File: src/rtl/buffer_pkg.sv
// Shared types and default geometry for the segmented packet buffer (write and read sides).
package buffer_pkg;

  localparam int DEF_BUF_SEG_AW     = 10;
  localparam int DEF_SEGMENT_SIZE_W = 10;

  typedef logic [DEF_BUF_SEG_AW-1:0] seg_ptr_t;

  typedef struct packed {
    logic     eop;
    seg_ptr_t seg;
  } used_ptr_t;

  typedef enum logic [1:0] {
    EMPTY = 2'd0,
    ONE   = 2'd1,
    TWO   = 2'd2
  } ptr_cache_state_t;

endpackage

File: src/rtl/buffer_ptr_prefetch.sv
// Two-entry segment pointer cache in front of the show-ahead free list.
// cur is the segment being filled; nxt is prefetched so a segment can close
// and the next beat can land in a fresh segment without a bubble.
module buffer_ptr_prefetch
  import buffer_pkg::*;
#(
  parameter int SEG_AW = DEF_BUF_SEG_AW
) (
  input  logic              clk,
  input  logic              rst,
  input  logic [SEG_AW-1:0] f_ptr,
  input  logic              f_ptr_valid,
  output logic              f_ptr_pop,
  input  logic              close,
  output logic [SEG_AW-1:0] cur,
  output logic              cur_valid
);

  ptr_cache_state_t  r_state;
  logic [SEG_AW-1:0] r_cur;
  logic [SEG_AW-1:0] r_nxt;
  logic              w_pop;

  // Pop whenever there is a free slot; the head is captured on the same edge.
  assign w_pop     = f_ptr_valid && (r_state != TWO);
  assign f_ptr_pop = w_pop;
  assign cur       = r_cur;
  assign cur_valid = (r_state != EMPTY);

  // Cache fill and advance; a close with a simultaneous pop refills the vacated slot.
  always_ff @(posedge clk or posedge rst) begin
    if (rst) begin
      r_state <= EMPTY;
      r_cur   <= '0;
      r_nxt   <= '0;
    end else begin
      case (r_state)
        EMPTY: begin
          if (w_pop) begin
            r_cur   <= f_ptr;
            r_state <= ONE;
          end
        end
        ONE: begin
          if (close && w_pop) begin
            r_cur <= f_ptr;
          end else if (close) begin
            r_state <= EMPTY;
          end else if (w_pop) begin
            r_nxt   <= f_ptr;
            r_state <= TWO;
          end
        end
        TWO: begin
          if (close) begin
            r_cur   <= r_nxt;
            r_state <= ONE;
          end
        end
        default: r_state <= EMPTY;
      endcase
    end
  end

endmodule

File: src/rtl/buffer_write.sv
// Write side of the segmented packet buffer: places stream beats at {segment, offset}
// and publishes each closed segment, tagged with end-of-packet, to the read side.
module buffer_write
  import buffer_pkg::*;
#(
  parameter int SEGMENT_SIZE_W = DEF_SEGMENT_SIZE_W,
  parameter int BUF_SEG_AW     = DEF_BUF_SEG_AW,
  parameter int ADDR_WIDTH     = BUF_SEG_AW + SEGMENT_SIZE_W,
  parameter int DATA_WIDTH     = 64
) (
  input  logic                  clk,
  input  logic                  rst,
  input  logic [DATA_WIDTH-1:0] s_tdata,
  input  logic                  s_tvalid,
  input  logic                  s_tlast,
  output logic                  s_tready,
  input  logic [BUF_SEG_AW-1:0] f_ptr,
  input  logic                  f_ptr_valid,
  output logic                  f_ptr_pop,
  output logic                  b_wen,
  output logic [ADDR_WIDTH-1:0] b_waddr,
  output logic [DATA_WIDTH-1:0] b_wdata,
  output logic [BUF_SEG_AW:0]   used_pointer,
  output logic                  used_pointer_valid
);

  localparam logic [SEGMENT_SIZE_W-1:0] OFFSET_LAST = '1;

  logic [BUF_SEG_AW-1:0]     w_cur;
  logic                      w_cur_valid;
  logic                      w_accept;
  logic                      w_close;
  logic [SEGMENT_SIZE_W-1:0] r_offset;
  logic                      r_wen;
  logic [ADDR_WIDTH-1:0]     r_waddr;
  logic [DATA_WIDTH-1:0]     r_wdata;
  logic                      r_close_d;
  logic [BUF_SEG_AW:0]       r_close_ptr;
  logic                      r_up_valid;
  logic [BUF_SEG_AW:0]       r_up;

  buffer_ptr_prefetch #(
    .SEG_AW (BUF_SEG_AW)
  ) u_prefetch (
    .clk         (clk),
    .rst         (rst),
    .f_ptr       (f_ptr),
    .f_ptr_valid (f_ptr_valid),
    .f_ptr_pop   (f_ptr_pop),
    .close       (w_close),
    .cur         (w_cur),
    .cur_valid   (w_cur_valid)
  );

  // Ready depends only on holding a segment, so it never waits on s_tvalid.
  assign s_tready = w_cur_valid;
  assign w_accept = s_tvalid && w_cur_valid;
  // A packet end or a full segment both retire the current segment.
  assign w_close  = w_accept && (s_tlast || (r_offset == OFFSET_LAST));

  assign b_wen              = r_wen;
  assign b_waddr            = r_waddr;
  assign b_wdata            = r_wdata;
  assign used_pointer       = r_up;
  assign used_pointer_valid = r_up_valid;

  // Beat offset within the current segment; restarts at 0 for every new segment.
  always_ff @(posedge clk or posedge rst) begin
    if (rst) begin
      r_offset <= '0;
    end else if (w_close) begin
      r_offset <= '0;
    end else if (w_accept) begin
      r_offset <= r_offset + 1'b1;
    end
  end

  // Registered RAM write port, one cycle behind the accepted beat.
  always_ff @(posedge clk or posedge rst) begin
    if (rst) begin
      r_wen   <= 1'b0;
      r_waddr <= '0;
      r_wdata <= '0;
    end else begin
      r_wen <= w_accept;
      if (w_accept) begin
        r_waddr <= {w_cur, r_offset};
        r_wdata <= s_tdata;
      end
    end
  end

  // Publish the closed segment one cycle after its last write so the data is in RAM first.
  always_ff @(posedge clk or posedge rst) begin
    if (rst) begin
      r_close_d   <= 1'b0;
      r_close_ptr <= '0;
      r_up_valid  <= 1'b0;
      r_up        <= '0;
    end else begin
      r_close_d  <= w_close;
      r_up_valid <= r_close_d;
      if (w_close) begin
        r_close_ptr <= {s_tlast, w_cur};
      end
      if (r_close_d) begin
        r_up <= r_close_ptr;
      end
    end
  end

  // Handshake sanity: pops only from a non-empty list, beats only into a held segment,
  // and a full segment is always closed instead of wrapping its offset.
  a_pop_valid : assert property (@(posedge clk) disable iff (rst) f_ptr_pop |-> f_ptr_valid);
  a_accept_seg : assert property (@(posedge clk) disable iff (rst) (s_tvalid && s_tready) |-> w_cur_valid);
  a_offset_wrap : assert property (@(posedge clk) disable iff (rst)
                                   (w_accept && (r_offset == OFFSET_LAST)) |-> w_close);

endmodule
File: config.mk
export PLATFORM = sky130hd
export DESIGN_NAME = buffer_write
export DESIGN_NICKNAME = d
export VERILOG_FILES = /design/src/rtl/buffer_pkg.sv /design/src/rtl/buffer_ptr_prefetch.sv /design/src/rtl/buffer_write.sv
export SDC_FILE = /design/constraint.sdc
export NUM_CORES = 1
export LEC_CHECK = 0
export ABC_CLOCK_PERIOD_IN_PS = 4700
export CAP_MARGIN = 20
export CELL_PAD_IN_SITES_DETAIL_PLACEMENT = 1
export CELL_PAD_IN_SITES_GLOBAL_PLACEMENT = 1
export CORE_UTILIZATION = 32
export DETAILED_ROUTE_END_ITERATION = 8
export GPL_TIMING_DRIVEN = 0
export PLACE_DENSITY = 0.8
export SYNTH_ARGS = -nofsm -noshare
export SYNTH_HDL_FRONTEND = slang
export SYNTH_SLANG_ARGS = --single-unit
export TNS_END_PERCENT = 10
File: constraint.sdc
create_clock -name clk -period 4.7 [get_ports clk]
set_input_delay 0.705 -clock clk [delete_from_list [all_inputs] [get_ports clk]]
set_output_delay 0.705 -clock clk [all_outputs]
set_load 0.01 [all_outputs]
==> metrics.md <==
| Metric | Value |
|---|---|
| Share of cells above drive strength 1 | 0.141 |
| Post-Synth Adder-Cell Area | 0.00223 |
| Post-layout nets | 807 |
| First-pass GRT wire length | 26.4 mm |
| Maximum clock path buffer count | 2 |
| Die area | 0.0180 mm² |
| Fmax | 318 MHz |
| Post-synth top area share | 0.630 |
| CTS tree | built |
| Ys flop type | dfrtp_1 |
| GRT overflow | 0 |
| Final hold vios | 0 |
| Largest net degree at the start of global routing | 76 |
| Slew Viols, Final | 0 |
| Seq cells post-synth | 141 |
| Fin util | 0.482 |
| Final cycle utilization of the critical path | 0.668 |
| CTS Buf Count | 17 |
| Gpl congestion | 0.790 |
| Register area share after synthesis | 0.630 |
| Die width | 134 µm |
| Starting Density | 0.326 |
| Startpoint class of the critical path | flip-flop |
| H-tree depth | 4 |
| Slew @ Worst Pin | 0.840 ns |
| Synth cell types | 38 |
| Hold-fix buffers, CTS | 0 |
| Worst Setup Slack, final | 1.56 ns |
| Status | finished, final reports clean |
| Post-route ant nets | 0 |
| Top delay family on crit path | buffers and inverters |
| RSZ-0062 raised after global routing | false |
| Most frequent cells in the layout | 259 x nand2_1, 177 x clkdlybuf4s50_1, 141 x dfrtp_1 |
| Buf/Inv on CP | 3 |
| Die Y | 134 µm |
| Main combinational cell family by area after synthesis | simple AND/OR/NAND/NOR gates |
| Max incr delay on CP | 0.53 ns |
| Crit-path cells | inv_1, nand2_1, buf_1, and2_1, clkdlybuf4s50_1 |
| Synth Area in XOR/XNOR | 0.0125 |
| Post-synth top area cell | dfrtp_1 |
| Placed instance area | 0.00769 mm² |
| Drt pass-1 iters | 4 |
| Critical path's slowest cell | clkdlybuf4s50_1 |
| Overall routed net length | 16.6 mm |
| Syn_nets | 610 |
| Design area | 0.00828 mm² |
| Simple-Gate Fraction of Synth Area | 0.196 |
| IO Pins | 178 |
| Total number of vias | 4423 |
| Final setup viols | 0 |
| Crit path kind | flip-flop to primary output |
| Critical Path AT | 2.43 ns |
| # DRC | 0 |
| Mean area per synthesized cell | 10.6 µm² |
| PD cells | 669 mW/mm² |
| Worst-Skew Late Latency | 0.42 ns |
| DP HPWL | 12.0 mm |
| Compound-gate portion of the synthesized area | 0.0232 |
| Non-filler cells, final | 965 |
| CP Max Fanout | 10 |
| Clock slew at reported path FFs | 0.06 ns |
| Post-Syn Instances | 530 |
| LEAKAGE | 0.00389 µW |
| Layout Skew | 0.0101 ns |
| Initial antenna violation count | 0 |
| Buffers on Ports | 177 |
| Placed cells | 933 |
| Worst min path class | flip-flop to flip-flop |
| DR WL/cell | 17.2 µm |
| # Max-Cap Violations | 0 |
| Asr flop ratio synth | 1.00 |
| Dpl ws | 1.98 ns |
| CTS Sinks | 141 |
| Mapped Area | 0.00560 mm² |
| Min cycle time layout | 3.14 ns |
| Root Buffer | clkbuf_16 |
| PnR Total Power | 5540 µW |
| Row cnt | 48 |
| Core Footprint | 0.0172 mm² |
| Area growth syn-to-layout | 47.8% |
| Max rail drop VDD | 0.264 mV |
| Total track usage | 0.192 |
| Largest cells by area after synthesis | dfrtp_1 63%, nand2_1 17%, mux2_2 8.2%, mux2_4 2.7%, buf_2 1.1% |
| Post_cts resized | 0 |
| DR iter-0 viols | 135 |
| Commonest non-fill, non-tap cell in the layout | nand2_1 |
| Crit path capture type | primary output |
| Slew headroom | 0.440 |
| Ys Warns | 0 |
| Post-CTS setup repair buffer count | 0 |
| CP Data Required Time | 3.99 ns |
| DR vias/cell | 4.58 |
| EDFF count, synth | 0 |
| Vias in the first global route | 4922 |
| Post-synthesis mux area share | 0.111 |
| N_diodes | 0 |
==> layout make-up <==
class	count	area (µm²)
flip-flops and latches	141	3530
well taps	225	282
plain buffers	24	120
inverters	5	23.8
repair buffers	178	1800
clock inverters	12	136
clock buffers	20	457
multi-input cells	360	1940
fillers	1902	8890
==> per-layer routing <==
layer | share of wire | GRT usage | up-vias
met5 | 0 | 0 | -
met4 | 0.013 | 0.0618 | 0
met3 | 0.051 | 0.0450 | 16
met2 | 0.52 | 0.348 | 124
met1 | 0.41 | 0.224 | 2201
li1 | - | - | 2082
==> state kept, by name, indices dropped and copies added (netlist names) <==
signal              flops
u_prefetch.cur         10
u_prefetch.r_state      2
r_close_ptr            11
used_pointer           11
u_prefetch.r_nxt       10
r_close_d               1
b_waddr                20
r_offset               10
b_wen                   1
used_pointer_valid      1
b_wdata                64
==> power by group <==
part / internal, µW / switching (µW) / leakage (µW)
combinational: 1140 / 978 / 0.00185
clock: 814 / 536 / 0.000283
sequential: 1740 / 336 / 0.00175
==> path summary, 6_finish.rpt <==
kind	startpoint	end	slack, ns	cells past startpoint
hold / removal	r_close_d$_DFF_PP0_	used_pointer_valid$_DFF_PP0_	0.44	0
min in group asynchronous	rst	b_wdata[54]$_DFFE_PP0N_	0.79	2
hold reg to reg	r_close_d$_DFF_PP0_	used_pointer_valid$_DFF_PP0_	0.44	0
setup / recovery	u_prefetch.r_state[0]$_DFFE_PP0P_	f_ptr_pop	1.56	5
setup reg to reg	r_offset[0]$_DFFE_PP0P_	u_prefetch.r_nxt[9]$_DFFE_PP0P_	2.59	5
max in group asynchronous	rst	r_close_ptr[0]$_DFFE_PP0N_	3.14	3
==> Yosys cell counts, drive strengths merged (2+ instances only) <==
cell type  instances
o21ai              6
nor2              10
and4               2
nand4              2
xnor2              6
nor3               3
nor4               2
buf               17
nand2            259
a21oi              2
mux2              52
xor2               2
dfrtp            141
clkbuf             7
inv                5
==> metrics by stage <==
stage               setup TNS (ns)  hold WS (ns)
floorplan                        0         0.380
global placement           -225.37         0.428
detailed placement               0         0.435
CTS                              0         0.454
global route                     0         0.472
finish                           0         0.442
==> logic make-up (layout without fill, tap and decap cells) <==
group                    Yosys count  count (layout)
AO/OA/AOI/OAI                     16              16
buffers and inverters             29             239
flip-flops                       141             141
adder cells (fa/ha/maj)            1               1
AND/OR/NAND/NOR                  283             283
multiplexers                      52              52
XOR/XNOR                           8               8
Note: power is estimated with default switching activity, not from simulation.
